### src/rtl/fir_pkg.sv
// Shared types and defaults for the FIR MAC sequencer.
// Holds the FSM state enum and the modular sample-address helper.
package fir_pkg;

    localparam int TAPS_DEF    = 16;
    localparam int ADDR_W_DEF  = 4;
    localparam int MAC_LAT_DEF = 2;
    localparam int MAX_AW      = 8;

    typedef enum logic [1:0] {
        IDLE,
        MAC,
        DRAIN,
        DONE
    } state_e;

    // Newest sample sits at base; tap k reads k samples back, wrapping.
    function automatic logic [MAX_AW-1:0] rd_addr(
        input logic [MAX_AW-1:0] base,
        input logic [MAX_AW-1:0] tap
    );
        return base - tap;
    endfunction

endpackage

### src/rtl/fir_valid_pipe.sv
// Delays the per-tap issue flag by the MAC datapath latency.
// Its output is the accumulator enable.
module fir_valid_pipe #(
    parameter int MAC_LAT = 2
) (
    input  logic clk,
    input  logic rst,
    input  logic issue,
    output logic acc_en
);

    logic [MAC_LAT-1:0] pipe_q;
    logic [MAC_LAT-1:0] pipe_d;

    always_comb begin
        pipe_d = (pipe_q << 1) | MAC_LAT'(issue);
    end

    always_ff @(posedge clk or posedge rst) begin
        if (rst) begin
            pipe_q <= '0;
        end else begin
            pipe_q <= pipe_d;
        end
    end

    assign acc_en = pipe_q[MAC_LAT-1];

endmodule

### src/rtl/fir_mac_sequencer.sv
// Time-multiplexes one MAC datapath over all FIR taps per accepted sample.
// Sample history lives in a circular memory addressed by wptr.
module fir_mac_sequencer
    import fir_pkg::*;
#(
    parameter int TAPS    = TAPS_DEF,
    parameter int ADDR_W  = ADDR_W_DEF,
    parameter int MAC_LAT = MAC_LAT_DEF
) (
    input  logic              clk,
    input  logic              rst,
    input  logic              clear,
    input  logic              input_valid,
    output logic              input_ready,
    output logic              sample_we,
    output logic [ADDR_W-1:0] sample_waddr,
    output logic [ADDR_W-1:0] sample_raddr,
    output logic [ADDR_W-1:0] coef_raddr,
    output logic              acc_clr,
    output logic              acc_en,
    output logic              output_valid,
    output logic              busy
);

    localparam int CW = (MAC_LAT > 1) ? $clog2(MAC_LAT) : 1;

    state_e            state_q, state_d;
    logic [ADDR_W-1:0] wptr_q, wptr_d;
    logic [ADDR_W-1:0] base_q, base_d;
    logic [ADDR_W-1:0] tap_q, tap_d;
    logic [ADDR_W:0]   fill_q, fill_d;
    logic [CW-1:0]     cnt_q, cnt_d;
    logic [ADDR_W-1:0] wptr_eff;
    logic [ADDR_W:0]   fill_eff;
    logic              issue;

    always_comb begin
        state_d      = state_q;
        wptr_d       = wptr_q;
        base_d       = base_q;
        tap_d        = tap_q;
        fill_d       = fill_q;
        cnt_d        = cnt_q;
        wptr_eff     = wptr_q;
        fill_eff     = fill_q;
        issue        = 1'b0;
        input_ready  = 1'b0;
        sample_we    = 1'b0;
        sample_waddr = '0;
        sample_raddr = '0;
        coef_raddr   = '0;
        acc_clr      = 1'b0;
        output_valid = 1'b0;
        busy         = (state_q != IDLE);

        unique case (state_q)
            IDLE: begin
                input_ready = 1'b1;
                // A flush takes effect before a same-cycle accept.
                if (clear) begin
                    wptr_eff = '0;
                    fill_eff = '0;
                    wptr_d   = '0;
                    fill_d   = '0;
                end
                if (input_valid) begin
                    sample_we    = 1'b1;
                    sample_waddr = wptr_eff;
                    acc_clr      = 1'b1;
                    base_d       = wptr_eff;
                    tap_d        = '0;
                    fill_d       = (fill_eff == (ADDR_W+1)'(TAPS)) ?
                                   fill_eff : fill_eff + 1'b1;
                    state_d      = MAC;
                end
            end
            MAC: begin
                coef_raddr   = tap_q;
                sample_raddr = ADDR_W'(rd_addr(MAX_AW'(base_q),
                                               MAX_AW'(tap_q)));
                // Unwritten history is masked rather than read as stale data.
                issue        = ({1'b0, tap_q} < fill_q);
                tap_d        = tap_q + 1'b1;
                if (tap_q == ADDR_W'(TAPS - 1)) begin
                    state_d = DRAIN;
                    cnt_d   = '0;
                end
            end
            DRAIN: begin
                if (cnt_q == CW'(MAC_LAT - 1)) begin
                    state_d = DONE;
                end else begin
                    cnt_d = cnt_q + 1'b1;
                end
            end
            DONE: begin
                output_valid = 1'b1;
                wptr_d       = wptr_q + 1'b1;
                state_d      = IDLE;
            end
            default: state_d = IDLE;
        endcase
    end

    always_ff @(posedge clk or posedge rst) begin
        if (rst) begin
            state_q <= IDLE;
            wptr_q  <= '0;
            base_q  <= '0;
            tap_q   <= '0;
            fill_q  <= '0;
            cnt_q   <= '0;
        end else begin
            state_q <= state_d;
            wptr_q  <= wptr_d;
            base_q  <= base_d;
            tap_q   <= tap_d;
            fill_q  <= fill_d;
            cnt_q   <= cnt_d;
        end
    end

    fir_valid_pipe #(
        .MAC_LAT(MAC_LAT)
    ) u_valid_pipe (
        .clk   (clk),
        .rst   (rst),
        .issue (issue),
        .acc_en(acc_en)
    );

endmodule

### config.mk
export PLATFORM = sky130hd
export DESIGN_NAME = fir_mac_sequencer
export DESIGN_NICKNAME = d
export VERILOG_FILES = /design/src/rtl/fir_pkg.sv /design/src/rtl/fir_valid_pipe.sv /design/src/rtl/fir_mac_sequencer.sv
export SDC_FILE = /design/constraint.sdc
export NUM_CORES = 1
export LEC_CHECK = 0
export CORE_MARGIN = 8
export CORE_UTILIZATION = 25
export DETAILED_ROUTE_END_ITERATION = 16
export GPL_TIMING_DRIVEN = 0
export PLACE_DENSITY_LB_ADDON = 0.08
export REMOVE_ABC_BUFFERS = 1
export SLEW_MARGIN = 20
export SYNTH_ARGS = -nofsm -noshare
export SYNTH_HDL_FRONTEND = slang
export SYNTH_HIERARCHICAL = 1
export SYNTH_SLANG_ARGS = --single-unit
export TNS_END_PERCENT = 20
### constraint.sdc
create_clock -name clk -period 1.94 [get_ports clk]
set_input_delay 0.194 -clock clk [delete_from_list [all_inputs] [get_ports clk]]
set_output_delay 0.194 -clock clk [all_outputs]
set_load 0.01 [all_outputs]
Word-level counts from Yosys, hierarchy flattened
Cells that the tools add are included.
W data, S select, Z words.

storage, ports and cells
  word-level logic and storage cells = 55
  bits of input ports = 4
  output and inout bits = 18
  register bits = 22

operators by class
  multiplexer cells = 24
  magnitude comparators = 1
  bitwise operators = 1
  equality and inequality tests = 8
  add/sub/neg operators = 5
  reduce and logical (&&, ||, !) cells = 9

operators by type and width
  cell                   count
  $mux W4                6
  $mux W5                4
  $pmux W4 S2            2
  $add A4 B1 Y4 const B  2
  $pmux W2 S4            1
  $reduce_bool A2 Y1     4
  $mux W1                7
  $mux W2                3
  $ne A2 B2 Y1 const B   3
  $reduce_and A2 Y1      3
  $add A5 B1 Y5 const B  1
  $eq A5 B5 Y1 const B   1
  $lt A4 B5 Y1           1
  $eq A2 B2 Y1 const B   2
  $eq A4 B4 Y1 const B   1
  $sub A4 B4 Y4          1
  $reduce_and A3 Y1      1
  $eq A2 B1 Y1 const B   1
  $logic_not A2 Y1       1
  $or A2 B1 Y2           1
  $pmux W1 S2            1
  $add A1 B1 Y1 const B  1

Depth between registers and ports, before layout
  depth after elaboration = 5
  gate-level depth with buffers = 6
  depth with buffers taken out = 6

By module
The synthesis kept the hierarchy.

modules (own cells, without submodules)
  module             cells each  area each (um2)  times used  seq. area each (um2)
  fir_mac_sequencer  147         1365.1           1           500.5
  fir_valid_pipe     3           53.8             1           50.0

Worst setup path before layout
OpenSTA, ideal clock, no wires.

  kind = reg-to-output
  start point = register tap_q[2]
  end point = output sample_raddr[3]
  buffers on the path = 0
  data required time = 1746 ps
  data arrival time = 1386 ps
  setup slack = 360 ps
  stages on the path, launching flop included = 6
  cells stage by stage = dfrtp_1 inv_1 ha_1 a21oi_1 a21oi_1 nor3b_1

on the way
  cells in the longest elaborated chain, start to end = 2

ends and longest elaborated chain
  element                   line                      RTL
  start: declaration        fir_mac_sequencer.sv:30   logic [ADDR_W-1:0] tap_q, tap_d;
  start signal: assignment  fir_mac_sequencer.sv:117  tap_q <= tap_d;
  $sub A4 B4 Y4             fir_pkg.sv:22             return base - tap;
  $mux W4                   fir_mac_sequencer.sv:56   unique case (state_q)
  end: declaration          fir_mac_sequencer.sv:17   output logic [ADDR_W-1:0] sample_raddr,

Every way passes these cells.

Worst setup path in the final report
Ends and elaborated chain as after synthesis.

==> out/results.env <==
SYNTH_COMPOUND_AREA_SHARE_PCT=18.17
CP_CELL_SEQUENCE='inv_1, ha_1, a21oi_2, a21oi_1, nor3b_2, clkdlybuf4s15_2'
SYNTH_XOR_XNOR_AREA_SHARE_PCT=1.852
WORST-ENDPOINT-REQUIRED_PS=1750
PIN_COUNT_OF_THE_BIGGEST_NET_ENTERING_GLOBAL_ROUTING=21
SHARE_OF_FLIP_FLOPS_WITH_AN_ASYNCHRONOUS_SET_OR_RESET_AFTER_SYNTHESIS_PCT=100.0
PORT_BUFFERS=21
SYN-INSTANCE-COUNT=150
DESIGN.DIE.AREA_SQ_UM=8342
GRT_USAGE_PCT=9.250
SYNTHSIMPLEGATEAREAFRAC_PCT=18.78
SYNTH_AREA_SQ_UM=1419
CP_NUM_BUF_INV=2
DETAILEDPLACE.WORSTSLACK_PS=-461.4
RSZ0062_AT_GRT='true'
DIE_HEIGHT_UM=91.34
SETUP.WORST_PATH.END_CLASS='output pin'
STATUS='finished, violations left'
CTS-BUFFERS-INSERTED=3
DETAILED_PLACE_HPWL_UM=2597
WORSTPATHARRIVAL_PS=1760
MAX-CLOCK-PATH-BUFFERS=2
DIEWIDTH_UM=91.34
CTS.CLK_SLEW.WORST_PATHS_PS=90
LAYOUT.CELLS.MOST_COMMON='sky130_fd_sc_hd__dfrtp_1'
MOST-COMMON-LAYOUT-CELLS='sky130_fd_sc_hd__dfrtp_1, sky130_fd_sc_hd__inv_1, sky130_fd_sc_hd__buf_4'
DRTITER0DRC=23
SLEW_HEADROOM_PCT=42.91
PLACEABLECOREAREA_SQ_UM=5507
PLACE.GP.CONGESTION=0.7109
STDCELL_AREA_SQ_UM=1914
SYNTH.FF_LATCH_COUNT=22
FINAL_ANTENNA_NET_COUNT=0
DRIVE_GT1_SHARE_PCT=22.46
CTS_H_TREE_DEPTH=1
INITIAL_CORE_UTIL_PCT=25.77
WORST_PATH_DOMINANT_CELL_FAMILY='flip-flops'
CRIT_PATH_START_KIND='flop'
DRC_ERRORS=0
CRIT_FANOUT=5
COUNT_OF_INSERTED_ANTENNA_DIODE_CELLS=0
SYNTHADDERAREAFRAC_PCT=11.99
VIA_COUNT=1215
SLOWEST_DELAY_PS=410
MIN-DELAY-PATH-CLASS='in -> async'
PATH_CLASS='reg -> out'
WL_PER_CELL_UM=14.54
FAILED_CHECKS='negative setup slack'
WORSTMARGINPINSLEW_PS=855.4
SYN_AVG_CELL_AREA_SQ_UM=9.459
FIRST_GLOBAL_VIAS=1247
NUMBER_OF_ANTENNA_VIOLATIONS_AT_THE_FIRST_CHECK_IN_GLOBAL_ROUTING=0
TIMING.CRITICAL_PATH.SLOWEST_STAGE_CELL='sky130_fd_sc_hd__dfrtp_2'
FINAL_HOLD_VIOL_COUNT=0
FINAL-MAX-SLEW-VIOLATION-COUNT=0
FINAL_CRITICAL_PATH_SETUP_SLACK_PS=-18.23
MAXCLOCKFREQUENCY_MHz=510.7
NUM_IO_PINS=22
FINALCRITPERIODSHARE_PCT=100.9
DPL_CELL_AREA_SQ_UM=1688
YOSYS_MOST_USED_DFF='sky130_fd_sc_hd__dfrtp_1'
LARGEST_FAMILY_OF_LOGIC_CELLS_BY_SYNTHESIZED_AREA='simple AND/OR/NAND/NOR gates'
CLOCK_SINK_COUNT=22
NETS=205
GLOBAL_ROUTE.OVERFLOW_TOTAL=0
WORSTSKEWPAIRLATENCY_PS=270
CLOCKROOTBUFFER='sky130_fd_sc_hd__clkbuf_8'
SYNTH_CELL_TYPE_COUNT=48
FINALSETUPVIOLCOUNT=1
CAP_VIOLATIONS=0
MUXSHAREOFSYNTHAREA_PCT=2.910
CLOCK-SKEW-FINAL_PS=9.171
FIRST_PASS_ITERS=4
PERIOD_NEEDED_PS=1958
YS_WARN_COUNT=6
POWER.STATIC_LEAKAGE_nW=1.009
SYNTH-EDFF-COUNT=0
GRT_FIRST_PASS_WIRELENGTH_UM=6251
VIA_PER_INST=4.691
SYN2LAYOUT_AREA_GROWTH_PCT=34.92
SYNTH_SEQUENTIAL_AREA_RATIO_PCT=38.80
TRITONCTS='done'
TOTALWIRELENGTH_UM=3766
ROWS=27
PWR_DENSITY_CELL_nW_PER_UM2=1497
POWER.IR.VDD_WORST_V=0.0008746
[worst reg2reg max path, delay by kind of cell (launching register included)]
family | cells | cell delay (ps)
AO/OA/AOI/OAI | 1 | 280
adder cells (fa/ha/maj) | 1 | 180
buffers and inverters | 2 | 270
flip-flops | 1 | 400
multiplexers | 1 | 230
AND/OR/NAND/NOR | 1 | 230
[flip-flops by register name, indices dropped and copies added, names as in the netlist]
signal	count
base_q	4
cnt_q	1
fill_q	5
state_q	2
tap_q	4
u_valid_pipe/pipe_q	2
wptr_q	4
[cell type report]
cell class / instances / area, sq um
clock buffers: 4 / 55.05
fillers: 571 / 3592
inverters: 20 / 78.83
multi-input cells: 104 / 805.8
flip-flops and latches: 22 / 554.3
well taps: 72 / 90.09
repair buffers: 37 / 330.3
[cell families after synthesis]
group,after synthesis
adder cells (fa/ha/maj),13
AO/OA/AOI/OAI,36
AND/OR/NAND/NOR,48
flip-flops,22
buffers and inverters,24
multiplexers,4
XOR/XNOR,3
[metal layers]
layer | part of all wire (%) | vias to the layer above | GRT usage, %
met3 | 2.7 | 2 | 2.140
li1 | - | 605 | -
met2 | 51 | 15 | 16.63
met1 | 45 | 593 | 10.94
met5 | 0 | - | 0
met4 | 0.69 | 0 | 1.774
[path summary, 6_finish.rpt]
check / cells past startpoint / end / start / slack [ps]
max: 6 / sample_raddr[3] / tap_q[2] / -20
min: 2 / u_valid_pipe/pipe_q[0] / rst / 110
max reg2reg: 6 / state_q[1] / state_q[1] / 290
min reg2reg: 0 / u_valid_pipe/pipe_q[1] / u_valid_pipe/pipe_q[0] / 360
max in group asynchronous: 2 / tap_q[1] / rst / 920
min in group clk: 0 / u_valid_pipe/pipe_q[1] / u_valid_pipe/pipe_q[0] / 360
[Yosys cell counts (2+ instances only)]
| cell | instances | area (sq um) |
|---|---|---|
| sky130_fd_sc_hd__a22o_1 | 6 | 52.55 |
| sky130_fd_sc_hd__xor2_1 | 2 | 17.52 |
| sky130_fd_sc_hd__nor3_1 | 2 | 10.01 |
| sky130_fd_sc_hd__a21oi_1 | 7 | 35.03 |
| sky130_fd_sc_hd__buf_4 | 2 | 15.01 |
| sky130_fd_sc_hd__nor2b_1 | 2 | 12.51 |
| sky130_fd_sc_hd__inv_1 | 19 | 71.32 |
| sky130_fd_sc_hd__nand3_1 | 6 | 30.03 |
| sky130_fd_sc_hd__dfrtp_1 | 22 | 550.5 |
| sky130_fd_sc_hd__and2_1 | 7 | 43.79 |
| sky130_fd_sc_hd__mux2i_1 | 3 | 30.03 |
| sky130_fd_sc_hd__o21ai_0 | 7 | 35.03 |
| sky130_fd_sc_hd__nand3b_1 | 2 | 15.01 |
| sky130_fd_sc_hd__a31oi_1 | 2 | 12.51 |
| sky130_fd_sc_hd__ha_1 | 12 | 150.1 |
| sky130_fd_sc_hd__nor3b_1 | 2 | 15.01 |
| sky130_fd_sc_hd__o311ai_1 | 2 | 17.52 |
| sky130_fd_sc_hd__nor2_1 | 8 | 30.03 |
| sky130_fd_sc_hd__nand2_1 | 8 | 30.03 |
[through the flow]
stage	total power, mW	setup TNS [ps]	hold WS, ps	instances	util, %
after detailed placement	2.283	-3171	350.5	239	30.65
final	2.867	-18.23	105.8	259	34.76
after global placement	2.261	-3423	340.2	239	30.65
after global routing	3.148	-211.8	139.9	259	34.76
after floorplan	1.730	0	-64.82	146	-
after CTS	2.792	-516.2	101.5	251	33.15
[power by group]
part	internal, mW	switching, mW
Sequential	0.623	0.172
Combinational	0.852	0.877
Clock	0.181	0.161
[what timing repair did]
item                       4_1_cts  5_1_grt
buffers inserted                 8        8
cloned                           0        0
setup endpoints to repair       16       11
hold buffers                     0        0
pin swaps                        2        2
resized for setup               31       12
No activity file was read; power rests on OpenSTA's default activity.
